**src/rtl/flash_arbiter_if.sv**
```systemverilog
// Requester-side bus of flash_arbiter: per-requester read requests and the shared
// read-data return path.
interface flash_arbiter_if #(
  parameter int unsigned NUM_REQ = 2,
  parameter int unsigned LEN_W   = 12
) ();

  logic [NUM_REQ-1:0]       req_valid;
  logic [NUM_REQ*24-1:0]    req_addr;
  logic [NUM_REQ*LEN_W-1:0] req_len;
  logic [NUM_REQ-1:0]       req_ready;
  logic [7:0]               rd_data;
  logic [NUM_REQ-1:0]       rd_valid;
  logic [NUM_REQ-1:0]       rd_last;

  modport master (
    output req_valid,
    output req_addr,
    output req_len,
    input  req_ready,
    input  rd_data,
    input  rd_valid,
    input  rd_last
  );

  modport slave (
    input  req_valid,
    input  req_addr,
    input  req_len,
    output req_ready,
    output rd_data,
    output rd_valid,
    output rd_last
  );

endinterface

```
**src/rtl/flash_arbiter.sv**
```systemverilog
// Round-robin arbiter sharing one flash_reader between NUM_REQ read requesters.
// One request at a time: START kicks the reader, STREAM forwards bytes, DRAIN stops it.
module flash_arbiter #(
  parameter int unsigned NUM_REQ = 2,
  parameter int unsigned LEN_W   = 12
) (
  input  logic           i_clk,
  input  logic           i_rst_n,
  flash_arbiter_if.slave bus,
  output logic           o_busy,
  output logic [23:0]    o_fl_addr,
  output logic           o_fl_start_read,
  output logic           o_fl_keep_reading,
  input  logic [7:0]     i_fl_data,
  input  logic           i_fl_data_ready
);

  localparam int unsigned IDX_W = $clog2(NUM_REQ);

  typedef enum logic [1:0] {StIdle, StStart, StStream, StDrain} state_e;

  state_e               r_state;
  logic [IDX_W-1:0]     r_rr_ptr;
  logic [IDX_W-1:0]     r_win;
  logic [LEN_W:0]       r_remain;
  logic [23:0]          r_fl_addr;
  logic                 r_fl_start_read;
  logic                 r_fl_keep_reading;
  logic                 r_busy;
  logic [NUM_REQ-1:0]   r_req_ready;
  logic [NUM_REQ-1:0]   r_rd_valid;
  logic [NUM_REQ-1:0]   r_rd_last;
  logic [7:0]           r_rd_data;

  logic                 w_found;
  logic [IDX_W-1:0]     w_win;
  logic [IDX_W:0]       w_idx;
  logic [IDX_W-1:0]     w_next_ptr;
  logic [LEN_W-1:0]     w_len;
  logic [LEN_W:0]       w_len_load;
  logic [NUM_REQ-1:0]   w_grant_oh;
  logic [NUM_REQ-1:0]   w_cur_oh;

  // Scan from the pointer upward, wrapping, so the requester after the last winner goes first.
  always_comb begin
    w_found = 1'b0;
    w_win   = '0;
    w_idx   = '0;
    for (int unsigned k = 0; k < NUM_REQ; k++) begin
      w_idx = {1'b0, r_rr_ptr} + (IDX_W+1)'(k);
      if (w_idx >= (IDX_W+1)'(NUM_REQ)) begin
        w_idx = w_idx - (IDX_W+1)'(NUM_REQ);
      end
      if (!w_found && bus.req_valid[w_idx[IDX_W-1:0]]) begin
        w_found = 1'b1;
        w_win   = w_idx[IDX_W-1:0];
      end
    end
  end

  assign w_next_ptr = (w_win == IDX_W'(NUM_REQ - 1)) ? '0 : w_win + 1'b1;
  assign w_len      = bus.req_len[LEN_W*w_win +: LEN_W];
  // A zero length encodes the full 2^LEN_W bytes.
  assign w_len_load = (w_len == '0) ? {1'b1, {LEN_W{1'b0}}} : {1'b0, w_len};
  assign w_grant_oh = {{(NUM_REQ-1){1'b0}}, 1'b1} << w_win;
  assign w_cur_oh   = {{(NUM_REQ-1){1'b0}}, 1'b1} << r_win;

  always_ff @(posedge i_clk or negedge i_rst_n) begin
    if (!i_rst_n) begin
      r_state           <= StIdle;
      r_rr_ptr          <= '0;
      r_win             <= '0;
      r_remain          <= '0;
      r_fl_addr         <= '0;
      r_fl_start_read   <= 1'b0;
      r_fl_keep_reading <= 1'b0;
      r_busy            <= 1'b0;
      r_req_ready       <= '0;
      r_rd_valid        <= '0;
      r_rd_last         <= '0;
      r_rd_data         <= '0;
    end else begin
      r_req_ready <= '0;
      r_rd_valid  <= '0;
      r_rd_last   <= '0;
      unique case (r_state)
        StIdle: begin
          if (w_found) begin
            r_win             <= w_win;
            r_rr_ptr          <= w_next_ptr;
            r_fl_addr         <= bus.req_addr[24*w_win +: 24];
            r_remain          <= w_len_load;
            r_req_ready       <= w_grant_oh;
            r_fl_start_read   <= 1'b1;
            r_fl_keep_reading <= 1'b0;
            r_busy            <= 1'b1;
            r_state           <= StStart;
          end
        end
        StStart: begin
          r_fl_start_read   <= 1'b0;
          r_fl_keep_reading <= 1'b1;
          r_state           <= StStream;
        end
        StStream: begin
          if (i_fl_data_ready) begin
            r_rd_data  <= i_fl_data;
            r_rd_valid <= w_cur_oh;
            r_remain   <= r_remain - 1'b1;
            if (r_remain == (LEN_W+1)'(1)) begin
              r_rd_last         <= w_cur_oh;
              r_fl_keep_reading <= 1'b0;
              r_state           <= StDrain;
            end
          end
        end
        StDrain: begin
          r_busy  <= 1'b0;
          r_state <= StIdle;
        end
        default: begin
          r_state <= StIdle;
        end
      endcase
    end
  end

  assign bus.req_ready      = r_req_ready;
  assign bus.rd_data        = r_rd_data;
  assign bus.rd_valid       = r_rd_valid;
  assign bus.rd_last        = r_rd_last;
  assign o_busy             = r_busy;
  assign o_fl_addr          = r_fl_addr;
  assign o_fl_start_read    = r_fl_start_read;
  assign o_fl_keep_reading  = r_fl_keep_reading;

endmodule
```
**src/flat_wrapper.sv**
```systemverilog
// flat-port wrapper written by rule: the top's interface ports become plain ports
module flash_arbiter_flat 
#(
  parameter int unsigned NUM_REQ = 2,
  parameter int unsigned LEN_W   = 12
)
  (i_clk, i_rst_n, o_busy, o_fl_addr, o_fl_start_read, o_fl_keep_reading, i_fl_data, i_fl_data_ready, bus_req_valid, bus_req_addr, bus_req_len, bus_req_ready, bus_rd_data, bus_rd_valid, bus_rd_last);
  flash_arbiter_if #(.NUM_REQ(NUM_REQ), .LEN_W(LEN_W)) bus_i ();
  input  logic i_clk;
  input  logic i_rst_n;
  output logic o_busy;
  output logic [23:0] o_fl_addr;
  output logic o_fl_start_read;
  output logic o_fl_keep_reading;
  input  logic [7:0] i_fl_data;
  input  logic i_fl_data_ready;
  input wire logic [$bits(bus_i.req_valid)-1:0] bus_req_valid;
  input wire logic [$bits(bus_i.req_addr)-1:0] bus_req_addr;
  input wire logic [$bits(bus_i.req_len)-1:0] bus_req_len;
  output wire logic [$bits(bus_i.req_ready)-1:0] bus_req_ready;
  output wire logic [$bits(bus_i.rd_data)-1:0] bus_rd_data;
  output wire logic [$bits(bus_i.rd_valid)-1:0] bus_rd_valid;
  output wire logic [$bits(bus_i.rd_last)-1:0] bus_rd_last;
  assign bus_i.req_valid = bus_req_valid;
  assign bus_i.req_addr = bus_req_addr;
  assign bus_i.req_len = bus_req_len;
  assign bus_req_ready = bus_i.req_ready;
  assign bus_rd_data = bus_i.rd_data;
  assign bus_rd_valid = bus_i.rd_valid;
  assign bus_rd_last = bus_i.rd_last;
  flash_arbiter #(.NUM_REQ(NUM_REQ), .LEN_W(LEN_W)) u_core (.i_clk(i_clk), .i_rst_n(i_rst_n), .bus(bus_i), .o_busy(o_busy), .o_fl_addr(o_fl_addr), .o_fl_start_read(o_fl_start_read), .o_fl_keep_reading(o_fl_keep_reading), .i_fl_data(i_fl_data), .i_fl_data_ready(i_fl_data_ready));
endmodule
```
**config.mk**
```make
export PLATFORM = sky130hd
export DESIGN_NAME = flash_arbiter_flat
export DESIGN_NICKNAME = d
export VERILOG_FILES = /design/src/rtl/flash_arbiter_if.sv /design/src/rtl/flash_arbiter.sv /design/src/flat_wrapper.sv
export SDC_FILE = /design/constraint.sdc
export NUM_CORES = 1
export LEC_CHECK = 0
export CORE_MARGIN = 2
export CORE_UTILIZATION = 46
export DETAILED_ROUTE_END_ITERATION = 7
export PLACE_DENSITY_LB_ADDON = 0.15
export SLEW_MARGIN = 20
export SYNTH_ARGS = -nofsm -noshare
export SYNTH_HDL_FRONTEND = slang
export SYNTH_SLANG_ARGS = --single-unit
export TNS_END_PERCENT = 1
```
**constraint.sdc**
```tcl
create_clock -name i_clk -period 5.4 [get_ports i_clk]
set_clock_uncertainty 0.05 [all_clocks]
set_input_delay 1.08 -clock i_clk [delete_from_list [all_inputs] [get_ports i_clk]]
set_output_delay 1.08 -clock i_clk [all_outputs]
set_load 0.05 [all_outputs]
```
==> results.py, run 1 <==
metrics = {
    "grt": {
        "grt_pass1_wl_um": 12800,
        "grt_usage": 0.232,
        "grt_max_degree": 59,
        "grt_pass1_vias": 2743,
        "antenna_found_initial": 0,
        "overflow": 0,
    },
    "finish": {
        "syn2layout_area_growth_pct": 52.1,
        "final_nets": 478,
        "n_antenna_cell": 0,
        "final_layout_size_suffix_gt1_frac": 0.0923,
        "final_core_util": 0.732,
    },
    "synth": {
        "syn_area_per_cell_um2": 10.9,
        "syn_area_um2": 2880,
        "ys_ff_latch": 58,
        "yosysSeqAreaShare": 0.503,
        "synth_area_leaders": "dfrtp_1 (50%), a222oi_1 (7.6%), inv_1 (3.9%)",
        "yosys.area.top_type_share": 0.503,
        "syn_inst": 265,
        "syn_nets": 357,
        "synth_top_area_cell": "dfrtp_1",
        "synth_cell_types": 50,
        "synth-warning-count": 0,
    },
    "detailed_routing": {
        "dr.pass1.iters": 5,
        "postRouteWirelength_um": 7820,
        "drt_iter0_drc": 173,
        "vias_per_cell": 5.69,
        "post_drt_wl_per_cell_um": 16.8,
        "vias": 2647,
        "drc": 0,
        "antenna_left": 0,
    },
    "setup_path": {
        "crit_arrival_ns": 3.32,
        "crit_fanout": 23,
        "end_kind": "flop",
        "r2r_slack_ns": 2.29,
        "worstSetupStartpointType": "flop",
        "cp_data_required_time_ns": 5.60,
        "worstSetupPathType": "reg -> reg",
    },
    "place": {
        "port_buffers": 125,
        "pre_cts_ws_ns": 2.11,
        "gp_congestion": 0.836,
        "post-dp-hpwl_um": 5690,
    },
    "flow_run": {
        "maxCapViolCount": 0,
    },
    "power": {
        "clkPwrFrac": 0.150,
        "p_leak_nw": 1.92,
        "p_int_mw": 1.48,
        "seqPwrFrac": 0.286,
        "ir_drop_mv": 0.374,
        "comb_power_share": 0.563,
        "p_per_area_nw_per_um2": 621,
        "switching_power_mw": 1.25,
        "swShare": 0.458,
        "totalPowerFinal_mw": 2.72,
    },
    "sta": {
        "fin_crit_sh": 0.577,
        "timing.setup.tns_ns": 0,
        "hold_viol": 0,
        "fmax_ghz": 0.321,
        "finalMaxSlewViolations": 0,
        "period_needed_ns": 3.11,
        "setup_viol": 0,
        "rsz0062_at_grt": "false",
        "setup_ws_ns": 2.29,
        "tightest_slew_ns": 1.12,
        "max-slew-margin-rel": 0.256,
    },
    "die": {
        "fp-row-count": 28,
        "num_io_pins": 126,
        "die-height_um": 83.2,
        "fp.dieW_um": 83.2,
        "coreArea_um2": 5990,
        "die_area_um2": 6920,
        "start_util": 0.481,
    },
    "clocking": {
        "cts_setup_buffers": 0,
        "clockBufferDepth": 2,
        "clockRootBuffer": "clkbuf_8",
        "postCtsHoldBufs": 0,
        "cts.sinks": 58,
        "htreeDepth": 3,
        "clk_pin_slew_worst_paths_ns": 0.06,
        "cts_resized": 0,
        "cts_buffers": 9,
        "clock_latency_ns": 0.34,
        "cts_tree": "yes",
    },
    "min_path": {
        "hold_class": "reg -> reg",
    },
    "outcome": {
        "status": "finished, final reports clean",
    },
}
-- metrics by stage --
step	hold slack, ns	cell area (um2)	cells
3_3_place_gp	0.401	4180	450
6_report	0.420	4390	465
5_1_grt	0.446	4390	465
4_1_cts	0.423	4390	465
2_1_floorplan	0.377	2880	265
3_5_place_dp	0.408	4180	450
-- flip-flops by register name, indices dropped and copies added, names as in the netlist, 2 cells and up --
| register | count |
|---|---|
| u_core.bus.rd_last | 2 |
| u_core.o_fl_addr | 24 |
| u_core.r_state | 2 |
| u_core.bus.rd_data | 8 |
| u_core.bus.rd_valid | 2 |
| u_core.r_remain | 13 |
| u_core.bus.req_ready | 2 |
-- path summary, 6_finish.rpt --
check	startpoint	to	cells after the start
setup / recovery	u_core.r_state[0]$_DFFE_PN0P_	u_core.r_remain[5]$_DFFE_PN0P_	6
hold / removal	u_core.r_rr_ptr$_DFFE_PN0P_	u_core.r_rr_ptr$_DFFE_PN0P_	1
setup reg to reg	u_core.r_state[0]$_DFFE_PN0P_	u_core.r_remain[5]$_DFFE_PN0P_	6
hold reg to reg	u_core.r_rr_ptr$_DFFE_PN0P_	u_core.r_rr_ptr$_DFFE_PN0P_	1
max in group asynchronous	i_rst_n	u_core.o_fl_addr[8]$_DFFE_PN0P_	2
min in group asynchronous	i_rst_n	u_core.bus.rd_data[1]$_DFFE_PN0P_	2
-- layout make-up --
cell class	count	area [um2]
fillers	448	1610
flip-flops and latches	58	1450
multi-input cells	160	1260
repair buffers	127	1260
clock buffers	13	169
inverters	30	113
well taps	75	93.8
clock inverters	2	35.0
-- power groups by stage --
stage	Combinational, mW	Clock [mW]	Sequential, mW
final	1.53	0.410	0.780
after global routing	1.64	0.441	0.806
after CTS	1.54	0.417	0.777
after detailed placement	1.53	0	0.782
after global placement	1.51	0	0.773
after floorplan	0.576	0	1.24
-- cell families after synthesis --
kind of cell / count (synthesis) / share of synthesized area
AOI/OAI and AO/OA: 74 / 0.203
and+or+nand+nor: 58 / 0.124
DFF: 58 / 0.503
buffers and inverters: 47 / 0.0616
muxes: 21 / 0.0777
adders and majority gates: 7 / 0.0304
-- synth_stat cells, drive strengths merged --
library cell / number
buf: 3
nor2: 3
nor4: 9
inv: 30
nand3: 3
o21ai: 11
and3: 6
o311ai: 1
mux2: 11
o32ai: 1
a31oi: 2
nor3b: 1
mux2i: 10
a21boi: 2
or4b: 1
clkbuf: 14
a222oi: 22
o31ai: 1
a41oi: 1
o31a: 1
dfrtp: 58
a31o: 1
o21a: 2
nor4b: 1
nand2b: 5
o221ai: 3
nand2: 9
o41ai: 1
ha: 7
and2: 1
nor3: 5
o211ai: 6
nand3b: 3
a22oi: 2
a21o: 5
or4: 4
or3: 4
o311a: 1
o32a: 1
a211oi: 1
a2bb2oi: 1
a21oi: 8
or3b: 2
or2: 1
-- worst max-delay path, stage by stage, from the launching register on --
cell      delay (ns)
dfrtp_1         0.41
inv_1           0.11
ha_1            0.69
nand2_1         0.52
a21oi_1         0.63
nand2_1         0.34
o211ai_1        0.26
-- cells in the final DEF, fill, tap and decap left out, drive strengths merged, types with 7 or more instances in the layout --
| master | synthesis | routed |
|---|---|---|
| clkbuf | 14 | 13 |
| nand2 | 9 | 9 |
| ha | 7 | 7 |
| inv | 30 | 30 |
| nor4 | 9 | 9 |
| clkdlybuf4s50 | 0 | 124 |
| a222oi | 22 | 22 |
| mux2 | 11 | 11 |
| mux2i | 10 | 10 |
| o21ai | 11 | 11 |
| dfrtp | 58 | 58 |
| a21oi | 8 | 8 |
-- routing by layer --
layer | share of wire | vias to the layer above | global-route usage
li1 | - | 1255 | -
met1 | 0.39 | 1272 | 0.266
met2 | 0.51 | 104 | 0.389
met3 | 0.087 | 16 | 0.0964
met4 | 0.015 | 0 | 0.0835
met5 | 0 | - | 0
Power figures use the tool's default switching activity.
==> inputs of run 2 (changes only) <==
Settings changed: CORE_UTILIZATION 46 to 42.
Clock period 5.4 ns to 3 ns, I/O delays scaled along.
==> run 2 against run 1 <==
Net effect:
- global-route usage shrank 1.2 points
- hold slack got worse by 0.30 ns
- routed wire length increased by 3.0%
- count of clock-buffer cells in the layout is 1 lower
- critical endpoint is now u_core.o_fl_addr[14]$_DFFE_PN0P_
- largest power group unchanged
==> results.py, run 2 (synthesized netlist as in run 1, its figures left out) <==
metrics = {
    "outcome": {
        "status": "finished, final reports clean",
    },
    "setup_path": {
        "worstSetupPathType": "in -> reg",
        "worstSetupStartpointType": "primary input",
        "slowest_delay_ns": 0.56,
        "r2r_start": "u_core.r_remain[1]$_DFFE_PN0P_",
        "crit_family": "simple AND/OR/NAND/NOR gates",
        "r2r-end": "u_core.o_fl_keep_reading$_DFFE_PN0P_",
        "r2r_slack_ns": 0.71,
        "cp.buffers_inverters": 2,
        "cp_data_required_time_ns": 3.16,
        "crit_fanout": 24,
        "path_cells": "clkdlybuf4s50_1, nand2b_1, and3_1, a222oi_1, inv_1",
        "crit_arrival_ns": 2.45,
        "r2r_cells": 6,
        "end_kind": "flop",
        "slowest_stage": "clkdlybuf4s50_1",
    },
    "clocking": {
        "cts.sinks": 58,
        "cts_buffers": 9,
        "cts_resized": 0,
        "clk_pin_slew_worst_paths_ns": 0.06,
        "clockRootBuffer": "clkbuf_8",
        "htreeDepth": 3,
        "postCtsHoldBufs": 0,
        "cts_tree": "yes",
        "clockBufferDepth": 2,
        "cts_setup_buffers": 0,
        "clock_latency_ns": 0.34,
    },
    "min_path": {
        "hold_class": "in -> async",
    },
    "finish": {
        "n_antenna_cell": 0,
        "register_area_um2": 1450,
        "n_fill_cell": 557,
        "largest_reg_flops": 24,
        "stdcell_count": 478,
        "final_layout_size_suffix_gt1_frac": 0.108,
        "final_nets": 486,
        "layout_commonest_cell": "clkdlybuf4s50_1",
        "final_cell_mix": "clkdlybuf4s50_1 (124), dfrtp_1 (58), inv_1 (30)",
        "multi_input_area_um2": 1260,
        "syn2layout_area_growth_pct": 53.7,
    },
    "power": {
        "p_leak_nw": 1.95,
        "p_per_area_nw_per_um2": 1110,
        "totalPowerFinal_mw": 4.92,
        "ir_drop_mv": 0.680,
    },
    "sta": {
        "finalMaxSlewViolations": 0,
        "max-slew-margin-rel": 0.416,
        "rsz0062_at_grt": "false",
        "setup_viol": 0,
        "timing.setup.tns_ns": 0,
        "setup_ws_ns": 0.706,
        "timing.hold.ws_ns": 0.121,
        "hold_viol": 0,
        "period_needed_ns": 2.29,
        "tightest_slew_ns": 0.877,
        "fin_crit_sh": 0.765,
        "fmax_ghz": 0.436,
    },
    "grt": {
        "grt_max_degree": 30,
        "antenna_found_initial": 0,
        "grt_usage": 0.220,
        "grt_pass1_vias": 2720,
        "overflow": 0,
        "grt_pass1_wl_um": 12800,
    },
    "die": {
        "start_util": 0.429,
        "die_area_um2": 7550,
        "num_io_pins": 126,
        "fp.dieW_um": 86.9,
        "coreArea_um2": 6720,
        "fp-row-count": 30,
        "die-height_um": 86.9,
    },
    "place": {
        "dp.cells": 463,
        "port_buffers": 125,
        "gp_congestion": 0.822,
        "pre_cts_ws_ns": 0.394,
        "post-dp-hpwl_um": 6140,
    },
    "detailed_routing": {
        "vias": 2735,
        "postRouteWirelength_um": 8050,
        "drc": 0,
        "post_drt_wl_per_cell_um": 16.8,
        "vias_per_cell": 5.72,
        "drt_iter0_drc": 177,
        "antenna_left": 0,
        "dr.pass1.iters": 6,
    },
    "flow_run": {
        "maxCapViolCount": 0,
    },
}
-- run 2: changes by cell type in the layout (fill, tap and decap cells not counted) --
cell / delta
clkbuf_8: -2
clkbuf_1: +1
buf_4: +8
clkinv_2: +1
-- run 2: metrics by stage --
| step | area, um2 | util |
|---|---|---|
| 5_1_grt | 4430 | 0.660 |
| 4_1_cts | 4430 | 0.660 |
| 2_1_floorplan | 2880 | - |
| 6_report | 4430 | 0.660 |
| 3_5_place_dp | 4250 | 0.632 |
| 3_3_place_gp | 4250 | 0.632 |
-- run 2: final cells by class --
cell class | count | share of cell area
Clock buffer | 12 | 0.0327
Clock inverter | 3 | 0.00903
Inverter | 30 | 0.0254
Multi-Input combinational cell | 160 | 0.285
Sequential cell | 58 | 0.327
Tap cell | 80 | 0.0226
Timing Repair Buffer | 135 | 0.298
-- run 2: power by group --
group	total (mW)	leakage [nW]	switching, mW	internal, mW
sequential	1.41	0.714	0.258	1.15
clock	0.691	0.0962	0.292	0.399
combinational	2.82	1.14	1.72	1.10
total	4.92	1.95	2.27	2.65
-- run 2: worst max-delay path by stage --
stage | start | cells after the start | end
2_1_floorplan | u_core.r_remain[10]$_DFFE_PN0P_ | 4 | u_core.o_fl_keep_reading$_DFFE_PN0P_
3_3_place_gp | bus_req_valid[0] | 5 | u_core.o_fl_addr[4]$_DFFE_PN0P_
3_5_place_dp | bus_req_valid[0] | 5 | u_core.o_fl_addr[14]$_DFFE_PN0P_
4_1_cts | u_core.r_remain[1]$_DFFE_PN0P_ | 6 | u_core.o_fl_keep_reading$_DFFE_PN0P_
5_1_grt | bus_req_valid[0] | 5 | u_core.o_fl_addr[19]$_DFFE_PN0P_
6_report | bus_req_valid[0] | 5 | u_core.o_fl_addr[14]$_DFFE_PN0P_
-- run 2: worst reg2reg max path: stages (launching register included) --
cell	delay [ns]
dfrtp_1	0.40
inv_1	0.10
ha_1	0.15
nor4b_1	0.36
or4b_4	0.54
a211oi_2	0.23
mux2_1	0.34
-- run 2: routing by layer --
| metal | wire [um] | global-route usage | share of wire |
|---|---|---|---|
| met5 | 0 | 0 | 0 |
| met4 | 176 | 0.101 | 0.022 |
| met3 | 671 | 0.0711 | 0.083 |
| met2 | 3940 | 0.343 | 0.49 |
| met1 | 3270 | 0.277 | 0.41 |
==> inputs of run 3 (changes only) <==
Clock period 3 ns to 2.23 ns, I/O delays scaled along.
==> run 3 against run 2 <==
Net effect:
- design area is 5.0% higher
- critical path depth decreased by 1
- sequential cell count stayed put
- core utilization up 3.3 points
- hold slack got worse by 0.068 ns
- critical endpoint is now u_core.o_fl_keep_reading$_DFFE_PN0P_
- routed wire length is 2.5% lower
- clock power up 69%
- global-route usage shrank 0.55 points
==> results.py, run 3 (synthesized netlist as in run 1, its figures left out) <==
metrics = {
    "sta": {
        "max-slew-margin-rel": 0.644,
        "hold_viol": 0,
        "fin_crit_sh": 0.972,
        "setup_viol": 0,
        "setup_ws_ns": 0.0624,
        "timing.setup.tns_ns": 0,
        "timing.hold.ws_ns": 0.0535,
        "period_needed_ns": 2.17,
        "fmax_ghz": 0.461,
        "rsz0062_at_grt": "false",
        "finalMaxSlewViolations": 0,
        "tightest_slew_ns": 0.533,
    },
    "clocking": {
        "clock_latency_ns": 0.34,
        "clockBufferDepth": 2,
        "htreeDepth": 3,
        "clockRootBuffer": "clkbuf_8",
        "cts.sinks": 58,
        "cts_buffers": 9,
        "cts_tree": "yes",
        "clk_pin_slew_worst_paths_ns": 0.07,
    },
    "place": {
        "port_buffers": 125,
        "placed_area_um2": 4400,
        "gp_congestion": 0.855,
        "pre_cts_ws_ns": -0.0738,
        "post-dp-hpwl_um": 5820,
        "dp.cells": 477,
    },
    "detailed_routing": {
        "drc": 0,
        "dr.pass1.iters": 5,
        "vias_per_cell": 5.67,
        "drt_iter0_drc": 180,
        "postRouteWirelength_um": 7850,
        "post_drt_wl_per_cell_um": 15.9,
        "vias": 2795,
        "antenna_left": 0,
    },
    "power": {
        "p_leak_nw": 2.06,
        "p_per_area_nw_per_um2": 1520,
        "ir_drop_mv": 0.970,
        "totalPowerFinal_mw": 7.09,
    },
    "die": {
        "fp-row-count": 30,
        "die_area_um2": 7550,
        "start_util": 0.429,
        "coreArea_um2": 6720,
        "num_io_pins": 126,
        "fp.dieW_um": 86.9,
        "die-height_um": 86.9,
    },
    "setup_path": {
        "startpoint": "u_core.r_remain[6]$_DFFE_PN0P_",
        "r2r_cells": 4,
        "r2r-end": "u_core.o_fl_keep_reading$_DFFE_PN0P_",
        "crit_fanout": 2,
        "end_kind": "flop",
        "cp_data_required_time_ns": 2.41,
        "worstSetupPathType": "reg -> reg",
        "r2r_start": "u_core.r_remain[6]$_DFFE_PN0P_",
        "worstSetupStartpointType": "flop",
        "crit_path_end": "u_core.o_fl_keep_reading$_DFFE_PN0P_",
        "r2r_slack_ns": 0.06,
        "crit_arrival_ns": 2.34,
    },
    "grt": {
        "grt_usage": 0.214,
        "antenna_found_initial": 0,
        "grt_max_degree": 59,
        "overflow": 0,
        "grt_pass1_vias": 2758,
        "grt_pass1_wl_um": 12600,
    },
    "finish": {
        "n_antenna_cell": 0,
        "final_nets": 500,
        "final_layout_size_suffix_gt1_frac": 0.148,
        "n_fill_cell": 520,
        "layout_commonest_cell": "clkdlybuf4s50_1",
        "stdcell_area_um2": 4650,
        "syn2layout_area_growth_pct": 61.3,
        "final_core_util": 0.693,
        "register_area_um2": 1450,
        "largest_reg_flops": 24,
        "stdcell_count": 493,
        "final_cell_mix": "clkdlybuf4s50_1 (124), dfrtp_1 (58), inv_1 (30)",
        "multi_input_area_um2": 1270,
    },
    "outcome": {
        "status": "finished, final reports clean",
    },
    "min_path": {
        "hold_class": "in -> async",
    },
    "flow_run": {
        "maxCapViolCount": 0,
    },
}
==> run 3: cell types whose count changed in the layout (fill, tap and decap cells not counted), moves of 2 or more <==
cell	change
buf_4	+10
buf_12	+4
clkinv_4	+2
bufinv_16	+2
clkinv_2	-2
==> run 3: how the worst min path moves through the flow <==
stage	from	to	cells after the start
2_1_floorplan	i_rst_n	u_core.bus.rd_data[0]$_DFFE_PN0P_	0
3_3_place_gp	u_core.r_rr_ptr$_DFFE_PN0P_	u_core.r_rr_ptr$_DFFE_PN0P_	1
3_5_place_dp	u_core.r_rr_ptr$_DFFE_PN0P_	u_core.r_rr_ptr$_DFFE_PN0P_	1
4_1_cts	i_rst_n	u_core.o_fl_addr[22]$_DFFE_PN0P_	2
5_1_grt	i_rst_n	u_core.bus.rd_data[4]$_DFFE_PN0P_	2
6_report	i_rst_n	u_core.bus.rd_data[4]$_DFFE_PN0P_	2
==> run 3: worst max-delay path, cell delays in order (launching register included) <==
cell and delay [ns]:
dfrtp_1 0.38, or4_4 0.54, or4b_4 0.55, a211oi_2 0.22, mux2_4 0.31
==> run 3: layer usage <==
metal | routed length, um | GRT usage
met2 | 3900 | 0.354
met5 | 0 | 0
met3 | 556 | 0.0569
met1 | 3200 | 0.261
met4 | 187 | 0.0980
==> run 3: timing repair <==
item	4_1_cts	5_1_grt
hold endpoints to repair	0	0
hold buffers	0	0
resized for setup	1	1
setup endpoints to repair	1	1
pin swaps	0	1
setup buffers	0	0
==> run 3: final cells by class <==
class,instances,area share
sequential,58,0.312
tap,80,0.0215
inverter,30,0.0242
clock buffer,10,0.0274
clock inverter,6,0.0247
timing repair buffer,149,0.317
multi-input combinational,160,0.273
==> run 3: report_power, final <==
part	total, mW	switching (mW)	internal, mW
Sequential	1.86	0.306	1.55
Clock	1.17	0.425	0.746
Combinational	4.06	2.39	1.68
